===== src/rtl/clk_div_monitor.sv =====
// Measures period and high time of a divided clock (in clk cycles) and
// reports lock after consecutive matching periods, plus a sticky timeout.
module clk_div_monitor #(
    parameter int CNT_W      = 16,
    parameter int EXP_PERIOD = 5,
    parameter int TOL        = 0,
    parameter int LOCK_N     = 4,
    parameter int TIMEOUT    = 1024
) (
    input  logic             clk,
    input  logic             rst,
    input  logic             div_in,
    input  logic             clr,
    output logic [CNT_W-1:0] period,
    output logic [CNT_W-1:0] high_time,
    output logic             meas_valid,
    output logic             lock,
    output logic             timeout_err
);

    localparam logic [0:0] WAIT_EDGE = 1'b0;
    localparam logic [0:0] RUN       = 1'b1;

    localparam int MW = $clog2(LOCK_N + 1);
    localparam logic [MW-1:0]    LOCK_CNT = MW'(LOCK_N);
    localparam logic [CNT_W:0]   EXP_EXT  = (CNT_W + 1)'(EXP_PERIOD);
    localparam logic [CNT_W:0]   TOL_EXT  = (CNT_W + 1)'(TOL);
    localparam logic [CNT_W-1:0] TO_CNT   = CNT_W'(TIMEOUT);

    logic             s1, s2, s3;
    logic             rise;
    logic [0:0]       state;
    logic [CNT_W-1:0] period_cnt;
    logic [CNT_W-1:0] high_cnt;
    logic [MW-1:0]    match_cnt;
    logic [CNT_W:0]   diff;
    logic             is_match;
    logic             timeout_hit;

    always_ff @(posedge clk or posedge rst) begin
        if (rst) begin
            s1 <= 1'b0;
            s2 <= 1'b0;
            s3 <= 1'b0;
        end else begin
            s1 <= div_in;
            s2 <= s1;
            s3 <= s2;
        end
    end

    always_comb begin
        rise = s2 & ~s3;
        if ({1'b0, period_cnt} >= EXP_EXT) begin
            diff = {1'b0, period_cnt} - EXP_EXT;
        end else begin
            diff = EXP_EXT - {1'b0, period_cnt};
        end
        is_match    = (diff <= TOL_EXT);
        // A rise on the limit cycle is a valid measurement, not a timeout.
        timeout_hit = (state == RUN) && !rise && (period_cnt == TO_CNT);
    end

    always_ff @(posedge clk or posedge rst) begin
        if (rst) begin
            state       <= WAIT_EDGE;
            period_cnt  <= '0;
            high_cnt    <= '0;
            period      <= '0;
            high_time   <= '0;
            meas_valid  <= 1'b0;
            match_cnt   <= '0;
            lock        <= 1'b0;
            timeout_err <= 1'b0;
        end else begin
            meas_valid <= 1'b0;
            lock       <= (match_cnt == LOCK_CNT);
            case (state)
                WAIT_EDGE: begin
                    if (rise) begin
                        state      <= RUN;
                        period_cnt <= CNT_W'(1);
                        high_cnt   <= CNT_W'(1);
                    end else begin
                        period_cnt <= '0;
                        high_cnt   <= '0;
                    end
                end
                RUN: begin
                    if (rise) begin
                        period     <= period_cnt;
                        high_time  <= high_cnt;
                        meas_valid <= 1'b1;
                        period_cnt <= CNT_W'(1);
                        high_cnt   <= CNT_W'(1);
                        if (is_match) begin
                            if (match_cnt != LOCK_CNT) begin
                                match_cnt <= match_cnt + 1'b1;
                            end
                        end else begin
                            match_cnt <= '0;
                        end
                    end else if (timeout_hit) begin
                        timeout_err <= 1'b1;
                        match_cnt   <= '0;
                        lock        <= 1'b0;
                        state       <= WAIT_EDGE;
                        period_cnt  <= '0;
                        high_cnt    <= '0;
                    end else begin
                        period_cnt <= period_cnt + 1'b1;
                        high_cnt   <= high_cnt + CNT_W'(s2);
                    end
                end
                default: state <= WAIT_EDGE;
            endcase
            // Placed after the FSM so clear overrides match/lock updates,
            // while a coincident timeout keeps the error flag set.
            if (clr) begin
                match_cnt <= '0;
                lock      <= 1'b0;
                if (!timeout_hit) begin
                    timeout_err <= 1'b0;
                end
            end
        end
    end

endmodule


===== config.mk =====
export PLATFORM = sky130hd
export DESIGN_NAME = clk_div_monitor
export DESIGN_NICKNAME = d
export VERILOG_FILES = /design/src/rtl/clk_div_monitor.sv
export SDC_FILE = /design/constraint.sdc
export NUM_CORES = 1
export LEC_CHECK = 0
export BUFFER_PORTS_ARGS = -buffer_cell sky130_fd_sc_hd__buf_2
export CAP_MARGIN = 10
export CORE_ASPECT_RATIO = 2
export CORE_MARGIN = 2
export CORE_UTILIZATION = 30
export CTS_BUF_LIST = sky130_fd_sc_hd__clkbuf_8
export DETAILED_ROUTE_END_ITERATION = 16
export GPL_ROUTABILITY_DRIVEN = 0
export PLACE_DENSITY = 0.47
export SLEW_MARGIN = 20
export SYNTH_ARGS = -nofsm -noshare
export SYNTH_HDL_FRONTEND = slang
export SYNTH_SLANG_ARGS = --single-unit
export TNS_END_PERCENT = 50

===== constraint.sdc =====
create_clock -name clk -period 6.1 [get_ports clk]
set_clock_uncertainty 0.05 [all_clocks]
set_input_delay 0.915 -clock clk [delete_from_list [all_inputs] [get_ports clk]]
set_output_delay 0.915 -clock clk [all_outputs]
set_load 0.1 [all_outputs]

* After elaboration in Yosys (flattened, before gate mapping)
Index checks and enable logic that the tools add are counted.
Operators by class: add/subtract/negate cells 5, $lt $le $gt $ge 2, equality and inequality tests 4, mux-type cells 28, bitwise operators 3, reduce and logical (&&, ||, !) cells 7
Operators by type and width (count):
- 2-to-1 mux 16 bit | 4
- one-hot mux 16 bit (2 select lines) | 2
- 2-to-1 mux 3 bit | 6
- <= comparator 17 x 1 -> 1 bit (second input constant) | 1
- 2-to-1 mux 17 bit | 1
- subtractor 16 x 3 -> 17 bit (second input constant) | 1
- subtractor 3 x 16 -> 17 bit (first input constant) | 1
- adder 16 x 1 -> 16 bit | 1
- adder 16 x 1 -> 16 bit (second input constant) | 1
- equality test 16 x 11 -> 1 bit (second input constant) | 1
- greater-or-equal comparator 16 x 3 -> 1 bit (second input constant) | 1
- 2-to-1 mux 1 bit | 14
- inequality test 4 x 3 -> 1 bit (second input constant) | 1
- adder 3 x 1 -> 3 bit (second input constant) | 1
- equality test 3 bit (second input constant) | 1
- inequality test 3 bit (second input constant) | 1
- AND reduction 3 bit | 1
- nonzero test 3 bit | 1
- logical AND 1 bit | 2
- inverter 1 bit | 2
- one-hot mux 1 bit (2 select lines) | 1
- AND reduction 2 bit | 1
- nonzero test 2 bit | 1
- AND 1 bit | 1
- logical NOT 1 bit | 1
Storage, ports and cells: register bits after elaboration 74, bits of input ports 4, output and inout port bits 35, word-level logic and storage cells 61

* Logic depth before layout (Yosys ltp)
Gate-level depths: netlist of the first run.
depth in word-level cells 10, depth in mapped cells 9

* Worst setup path before layout of the first run
No wires, ideal clock.
path type register -> register, from register period_cnt[1], to register match_cnt[1], arrival 2.229 ns, required time 5.955 ns, setup slack 3.725 ns, stages on the path, launching flop included 10, buffers on the path 0, period minus slack after synthesis 2.375 ns, path through dfrtp_1 inv_1 ha_1 a211oi_1 nand4_2 a211oi_2 nor3_1 nor4_1 nand4_1 o31ai_1
Between the ends: cells in the longest elaborated chain, start to end 7, elaborated cells on any way between the ends 14, those cells by class add/sub: 2; order compare: 2; eq/ne: 2; mux: 5; reduce/logical: 3
Ends and longest elaborated chain:
- start, declared | line 33 | logic [CNT_W-1:0] period_cnt;
- start signal, assigned | line 111 | period_cnt <= period_cnt + 1'b1;
- subtractor 3 x 16 -> 17 bit, or another cell as far along | line 57 | diff = EXP_EXT - {1'b0, period_cnt};
- 2-to-1 mux 17 bit | line 54 | if ({1'b0, period_cnt} >= EXP_EXT) begin
- <= comparator 17 x 1 -> 1 bit | line 59 | is_match = (diff <= TOL_EXT);
- 2-to-1 mux 3 bit | line 96 | if (is_match) begin
- 2-to-1 mux 3 bit | line 90 | if (rise) begin
- 2-to-1 mux 3 bit | line 78 | case (state)
- 2-to-1 mux 3 bit | line 119 | if (clr) begin
- end signal, assigned | line 98 | match_cnt <= match_cnt + 1'b1;
- end, declared | line 35 | logic [MW-1:0] match_cnt;
Parallel ways exist; a longest one is shown, timed or not. The select of a mux whose other input is x is not followed. A chain may end at the register's enable or synchronous reset.

* Worst setup path after layout of the first run
from register period_cnt[2], to register match_cnt[0]
The elaborated chain is that of the path after synthesis.

==> results.txt, run 1 <==
Outcome - completed
Critical Path AT - 3080 ps
CP max FO - 13
Htree depth - 3
Fin. max-slew vios - 0
Largest net degree at the start of global routing - 75
Residual DRC - 0
Area grow syn2layout - 13.4%
Post-synth EDFFs - 0
Port bufs - 38
Fmax - 348 MHz
Post-synth top flop - dfrtp_1
Via count - 2,521
Maxcap violations - 0
Initial antenna violation count - 0
Startpoint types - register
Ratio of cells with drive above 1 in the final layout - 24.9%
Final setup fails - 0
Multi-input logic area - 1570 um^2
Wirelength, routed - 8.08 mm
Endpoints failing hold - 0
Die ar. - 12,900 um^2
PwrDens - 366 nW/um^2
CP Data Required Time - 6300 ps
Sequential-to-total area share from yosys stat - 51.5%
Commonest non-fill, non-tap cell in the layout - dfrtp_1
Ys async rst share - 100%
CTS Sinks - 74
Max incr delay on CP - 550 ps
CTS tree - built
Syn Std Cell Area - 3600 um^2
Crit path cell chain - ha_1 > a211oi_1 > nand4_2 > a211oi_2 > nor3_1 > nor4_1 > nand4_1 > o31ai_1
Hold Path Class - reg2reg
Clock transition at path regs - 80 ps
Post-Syn Nets - 343
Syn Inst Count - 328
Vias in the first global route - 2,640
Via-per-instance ratio - 4.90
Post-CTS setup buffers - 0
Final Critical Period - 2880 ps
Worst Tran Pin Value - 944 ps
Clk_lat worst skew - 350 ps
Final net count - 380
RSZ-0062 raised after global routing - false
FF+latch count, synth - 74
# IOs - 39
GRT overflow - 0
CP Capture Type - register
WP depth - 8
Core area - 11,700 um^2
Syn avg cell area - 11.0 um^2
Ratio of final minimum period to clock period - 47.1%
Cell family with most CP delay - compound AO/OA/AOI/OAI gates
Detailed placement HPWL - 5.66 mm
Register Area - 1850 um^2
VDD IR-drop max - 268 uV
Setup tns final - 0 ps
Starting density of the core - 30.7%
Total Routing Usage GR - 13.5%
Clk root buf - clkbuf_8
Cts hold-fix bufs - 0
Worst hold stages - 0
Post-CTS sizing - 0
P_leak - 2.01 nW
Die Width - 81.4 um
Critical setup path kind - reg2reg
Fillers - 1,169
Critical-path top delay cell - dfrtp_1
1st-iter DRT viols - 145
Rows - 56
Hold WS - 308 ps
Num CTS Buffers - 9
Wire per inst - 15.7 um
Most frequent cells in the layout - dfrtp_1 (74), nor2_1 (39), buf_2 (38)
DIE HEIGHT - 159 um
Routed Antenna Nets - 0
Drt first pass iters - 5
Antenna Cells - 0
CTS max path bufs - 2
WP buf/inv - 0
FF-to-FF path depth - 8
Netlist cell types - 49
Max_slew headroom - 37.1%
Yosys warnings - 0
First-pass GRT wire length - 13.3 mm
-- worst register-to-register path, stage by stage, from the launching register on --
cell      delay [ps]
dfrtp_1          550
ha_1             330
a211oi_1         470
nand4_2          210
a211oi_2         370
nor3_1           120
nor4_1           420
nand4_1          160
o31ai_1          100
-- synthesized netlist by cell type (all sizes together), types with 2 or more instances --
master / n / share of area (%)
dfrtp: 74 / 51
nor2: 39 / 4.1
mux2: 27 / 8.5
nand2: 25 / 2.6
xor2: 16 / 3.9
nand3: 15 / 2.1
clkbuf: 13 / 2.1
o21ai: 12 / 1.7
xnor2: 12 / 2.9
ha: 11 / 3.8
inv: 11 / 1.1
nor3: 9 / 1.5
and3: 7 / 1.2
nand4: 6 / 1.2
a211oi: 4 / 0.97
a21oi: 4 / 0.56
nor4: 4 / 1.1
or3: 4 / 0.70
nand2b: 3 / 0.52
nor2b: 3 / 0.52
a22oi: 2 / 0.42
a31oi: 2 / 0.35
and2: 2 / 0.35
and4: 2 / 0.56
nor3b: 2 / 0.42
o2111ai: 2 / 0.49
o21a: 2 / 0.42
o31ai: 2 / 0.42
-- area by class of cell --
| class | instances | area share [%] |
|---|---|---|
| Sequential cell | 74 | 45.4 |
| Multi-Input combinational cell | 227 | 38.4 |
| Timing Repair Buffer | 41 | 5.21 |
| Tap cell | 145 | 4.45 |
| Clock buffer | 9 | 3.04 |
| Clock inverter | 6 | 2.06 |
| Inverter | 12 | 1.44 |
-- kinds of logic after synthesis --
| logic type | share of synthesized area, % |
|---|---|
| XOR/XNOR | 6.82 |
| AND/OR/NAND/NOR | 17.4 |
| multiplexers | 8.46 |
| flip-flops | 51.5 |
| adder cells (fa/ha/maj) | 3.83 |
| buffers and inverters | 4.94 |
| AO/OA/AOI/OAI | 7.10 |
-- sequential cells by signal (all words and copies together), names as in the netlist --
signal,cells
meas_valid,1
period_cnt,16
match_cnt,3
state,1
s2,1
period,16
s3,1
s1,1
high_time,16
lock,1
timeout_err,1
high_cnt,16
-- metal layers --
layer | vias to the layer above | wire (um) | part of all wire [%] | global-route usage, %
li1 | 1203 | - | - | -
met1 | 1233 | 3070 | 38 | 14.7
met2 | 59 | 4310 | 53 | 22.9
met3 | 26 | 275 | 3.4 | 2.16
met4 | 0 | 422 | 5.2 | 9.55
met5 | - | 0 | 0 | 0
-- where the power goes --
part	total [mW]	internal (mW)	leakage (nW)	switching, mW
Clock	0.411	0.226	0.103	0.185
Combinational	0.501	0.152	0.913	0.349
Sequential	0.581	0.532	1.00	0.0497
Total	1.49	0.910	2.01	0.584
-- worst paths after layout --
path,end,slack [ps],from
max,match_cnt[0],3220,period_cnt[2]
min,s2,310,s1
max reg2reg,match_cnt[0],3220,period_cnt[2]
min reg2reg,s2,310,s1
max in group asynchronous,period[12],4590,rst
min in group asynchronous,high_cnt[7],800,rst
-- through the flow --
stage                     cell area, um^2  utilization [%]  std cells  setup slack, ps  power (mW)
after floorplan                      3600                -        328             3250        1.00
after global placement               3870             33.1        499             3460        1.09
after detailed placement             3870             33.1        499             3300        1.09
after CTS                            4080             34.9        514             3250        1.51
after global routing                 4080             34.9        514             2950        1.58
final                                4080             34.9        514             3220        1.49
(Power assumes the default switching activity.)
==> inputs of run 2 (changes only) <==
--- a/config.mk
+++ b/config.mk
@@ -13,7 +13,7 @@
 export CTS_BUF_LIST = sky130_fd_sc_hd__clkbuf_8
 export DETAILED_ROUTE_END_ITERATION = 16
 export GPL_ROUTABILITY_DRIVEN = 0
-export PLACE_DENSITY = 0.47
+export PLACE_DENSITY = 0.49
 export SLEW_MARGIN = 20
 export SYNTH_ARGS = -nofsm -noshare
 export SYNTH_HDL_FRONTEND = slang
==> constraint.sdc (replaced) <==
create_clock -name clk -period 2.4 [get_ports clk]
set_clock_uncertainty 0.05 [all_clocks]
set_input_delay 0.36 -clock clk [delete_from_list [all_inputs] [get_ports clk]]
set_output_delay 0.36 -clock clk [all_outputs]
set_load 0.1 [all_outputs]
==> run 2 against run 1 <==
  * Utilization increased by 3.2 points
  * Global-route usage increased by 0.79 points
  * Cell area increased by 9.2%
  * Non-clock buffer count increased by 27
  * Count of clock-buffer cells in the layout increased by 1
  * Via count increased by 6.3%
  * Clock power increased by 110%
  * Highest routed layer unchanged
==> results.txt, run 2 (synthesis results as in run 1) <==
Outcome - completed
Startpoint types - register
Reg-to-reg endpoint - match_cnt[0]
Logic gate share of total power - 43.3% (+9.8 points)
Endpoints failing hold - 0 (unchanged)
Pwr Total - 4.07 mW (+170%)
Core area - 11,700 um^2 (unchanged)
Dpl cell area - 4030 um^2 (+4.1%)
Clock network fraction of total power - 21.1% (-6.4 points)
Port bufs - 38 (unchanged)
Internal cell power - 2.41 mW (+160%)
Drt first pass iters - 4 (-1)
RSZ-0062 raised after global routing - true
CTS Sinks - 74 (unchanged)
Htree depth - 3 (unchanged)
CP Capture Type - register
Die ar. - 12,900 um^2 (unchanged)
CP Data Required Time - 2610 ps (-3690 ps)
Maxcap violations - 0 (unchanged)
Initial antenna violation count - 0 (unchanged)
Cts hold-fix bufs - 0 (unchanged)
Net Sw Power - 1.67 mW (+190%)
Via-per-instance ratio - 4.95 (+0.96%)
Wirelength, routed - 8.56 mm (+5.9%)
Non-Filler Instances - 541 (+5.3%)
First-pass GRT wire length - 13.9 mm (+4.7%)
Residual DRC - 0 (unchanged)
GRT overflow - 0 (unchanged)
Setup ws final - 23.7 ps (-3200 ps)
Clk root buf - clkbuf_8
Final net count - 407 (+7.1%)
DP Worst Slack - -34.8 ps (-3330 ps)
Switch share - 40.9% (+1.8 points)
Reg-to-reg startpoint - period_cnt[1]
Final setup fails - 0 (unchanged)
Fin. max-slew vios - 0 (unchanged)
Worst reg2reg setup slack - 20 ps (-3200 ps)
Hold Path Class - in2async
Critical setup path kind - reg2reg
PwrDens - 915 nW/um^2 (+150%)
Die Width - 81.4 um (unchanged)
1st-iter DRT viols - 111 (-23%)
CTS max path bufs - 2 (unchanged)
Reg power frac - 35.6% (-3.3 points)
Num CTS Buffers - 9 (unchanged)
Clk_lat worst skew - 350 ps (about the same)
Final instance area - 4450 um^2 (+9.2%)
DP Cell Count - 517 (+3.6%)
Antenna Cells - 0 (unchanged)
Clock transition at path regs - 80 ps (about the same)
Most frequent cells in the layout - dfrtp_1 (70), nor2_1 (38), buf_2 (38)
Via count - 2,679 (+6.3%)
Worst Tran Pin Value - 642 ps (-302 ps)
CTS tree - built
CP max FO - 4 (-9)
P_leak - 2.16 nW (+7.4%)
Final Critical Period - 2380 ps (-499 ps)
VDD IR-drop max - 615 uV (+130%)
Commonest non-fill, non-tap cell in the layout - dfrtp_1
Vias in the first global route - 2,811 (+6.5%)
Total Routing Usage GR - 14.3% (+0.79 points)
Rows - 56 (unchanged)
Routed Antenna Nets - 0 (unchanged)
DIE HEIGHT - 159 um (unchanged)
# IOs - 39 (unchanged)
Max_slew headroom - 57.2% (+20 points)
FF-to-FF path depth - 11 (+3)
Hold WS - 39.4 ps (-269 ps)
Critical Path AT - 2590 ps (-490 ps)
Area grow syn2layout - 23.8%
Ratio of final minimum period to clock period - 99.0% (+52 points)
Ratio of cells with drive above 1 in the final layout - 36.6% (+12 points)
Fmax - 421 MHz (+21%)
Largest net degree at the start of global routing - 47 (-37%)
Starting density of the core - 30.7% (unchanged)
Detailed placement HPWL - 6.14 mm (+8.5%)
Wire per inst - 15.8 um (+0.62%)
-- run 2: what timing repair did --
item / 4_1_cts / 5_1_grt
pin swaps: 1 / 22
endpoints found under the setup margin: 3 / 3
setup buffers: 0 / 10
resized for setup: 5 / 33
-- run 2: cell type report --
| class | instances | area [um^2] |
|---|---|---|
| clock inverter | 5 | 31.3 |
| fill | 1155 | 7250 |
| sequential | 74 | 1860 |
| timing repair buffer | 68 | 452 |
| inverter | 12 | 61.3 |
| multi-input combinational | 227 | 1730 |
| clock buffer | 10 | 138 |
| tap | 145 | 181 |
-- run 2: power groups by stage --
| stage | clock (mW) | sequential [mW] | combinational [mW] |
|---|---|---|---|
| finish | 0.860 | 1.45 | 1.76 |
| global route | 0.955 | 1.47 | 1.89 |
| CTS | 0.907 | 1.45 | 1.44 |
| detailed placement | 0 | 1.47 | 1.39 |
| global placement | 0 | 1.47 | 1.38 |
| floorplan | 0 | 1.85 | 0.698 |
-- run 2: how the worst max path moves through the flow --
| stage | slack, ps | cells past startpoint | from | endpoint |
|---|---|---|---|---|
| global placement | 80 | 10 | period_cnt[1] | match_cnt[0] |
| floorplan | 30 | 9 | period_cnt[1] | match_cnt[1] |
| global route | -160 | 11 | period_cnt[1] | match_cnt[0] |
| detailed placement | -30 | 10 | period_cnt[1] | match_cnt[2] |
| finish | 20 | 11 | period_cnt[1] | match_cnt[0] |
| CTS | 3 | 10 | period_cnt[1] | match_cnt[2] |
-- run 2: metal layers --
layer	wire length (um)	part of all wire [%]	track usage, %
met5	0	0	0
met1	3190	37	14.8
met3	243	2.8	2.67
met4	430	5.0	10.6
met2	4700	55	24.4
-- run 2: critical path, stage by stage, from the launching register on --
cell and delay [ps]:
dfrtp_1 370, buf_6 130, inv_4 40, buf_6 120, ha_4 150, buf_4 140
a31o_2 250, a211oi_4 320, nor2_2 80, nor3_2 260, a31oi_2 160, o31ai_1 230
-- run 2: through the flow --
step	TNS [ps]	utilization, %
after global placement	0	34.5
after detailed placement	-83.9	34.5
final	0	38.1
after CTS	0	36.1
after floorplan	0	-
after global routing	-388	38.1
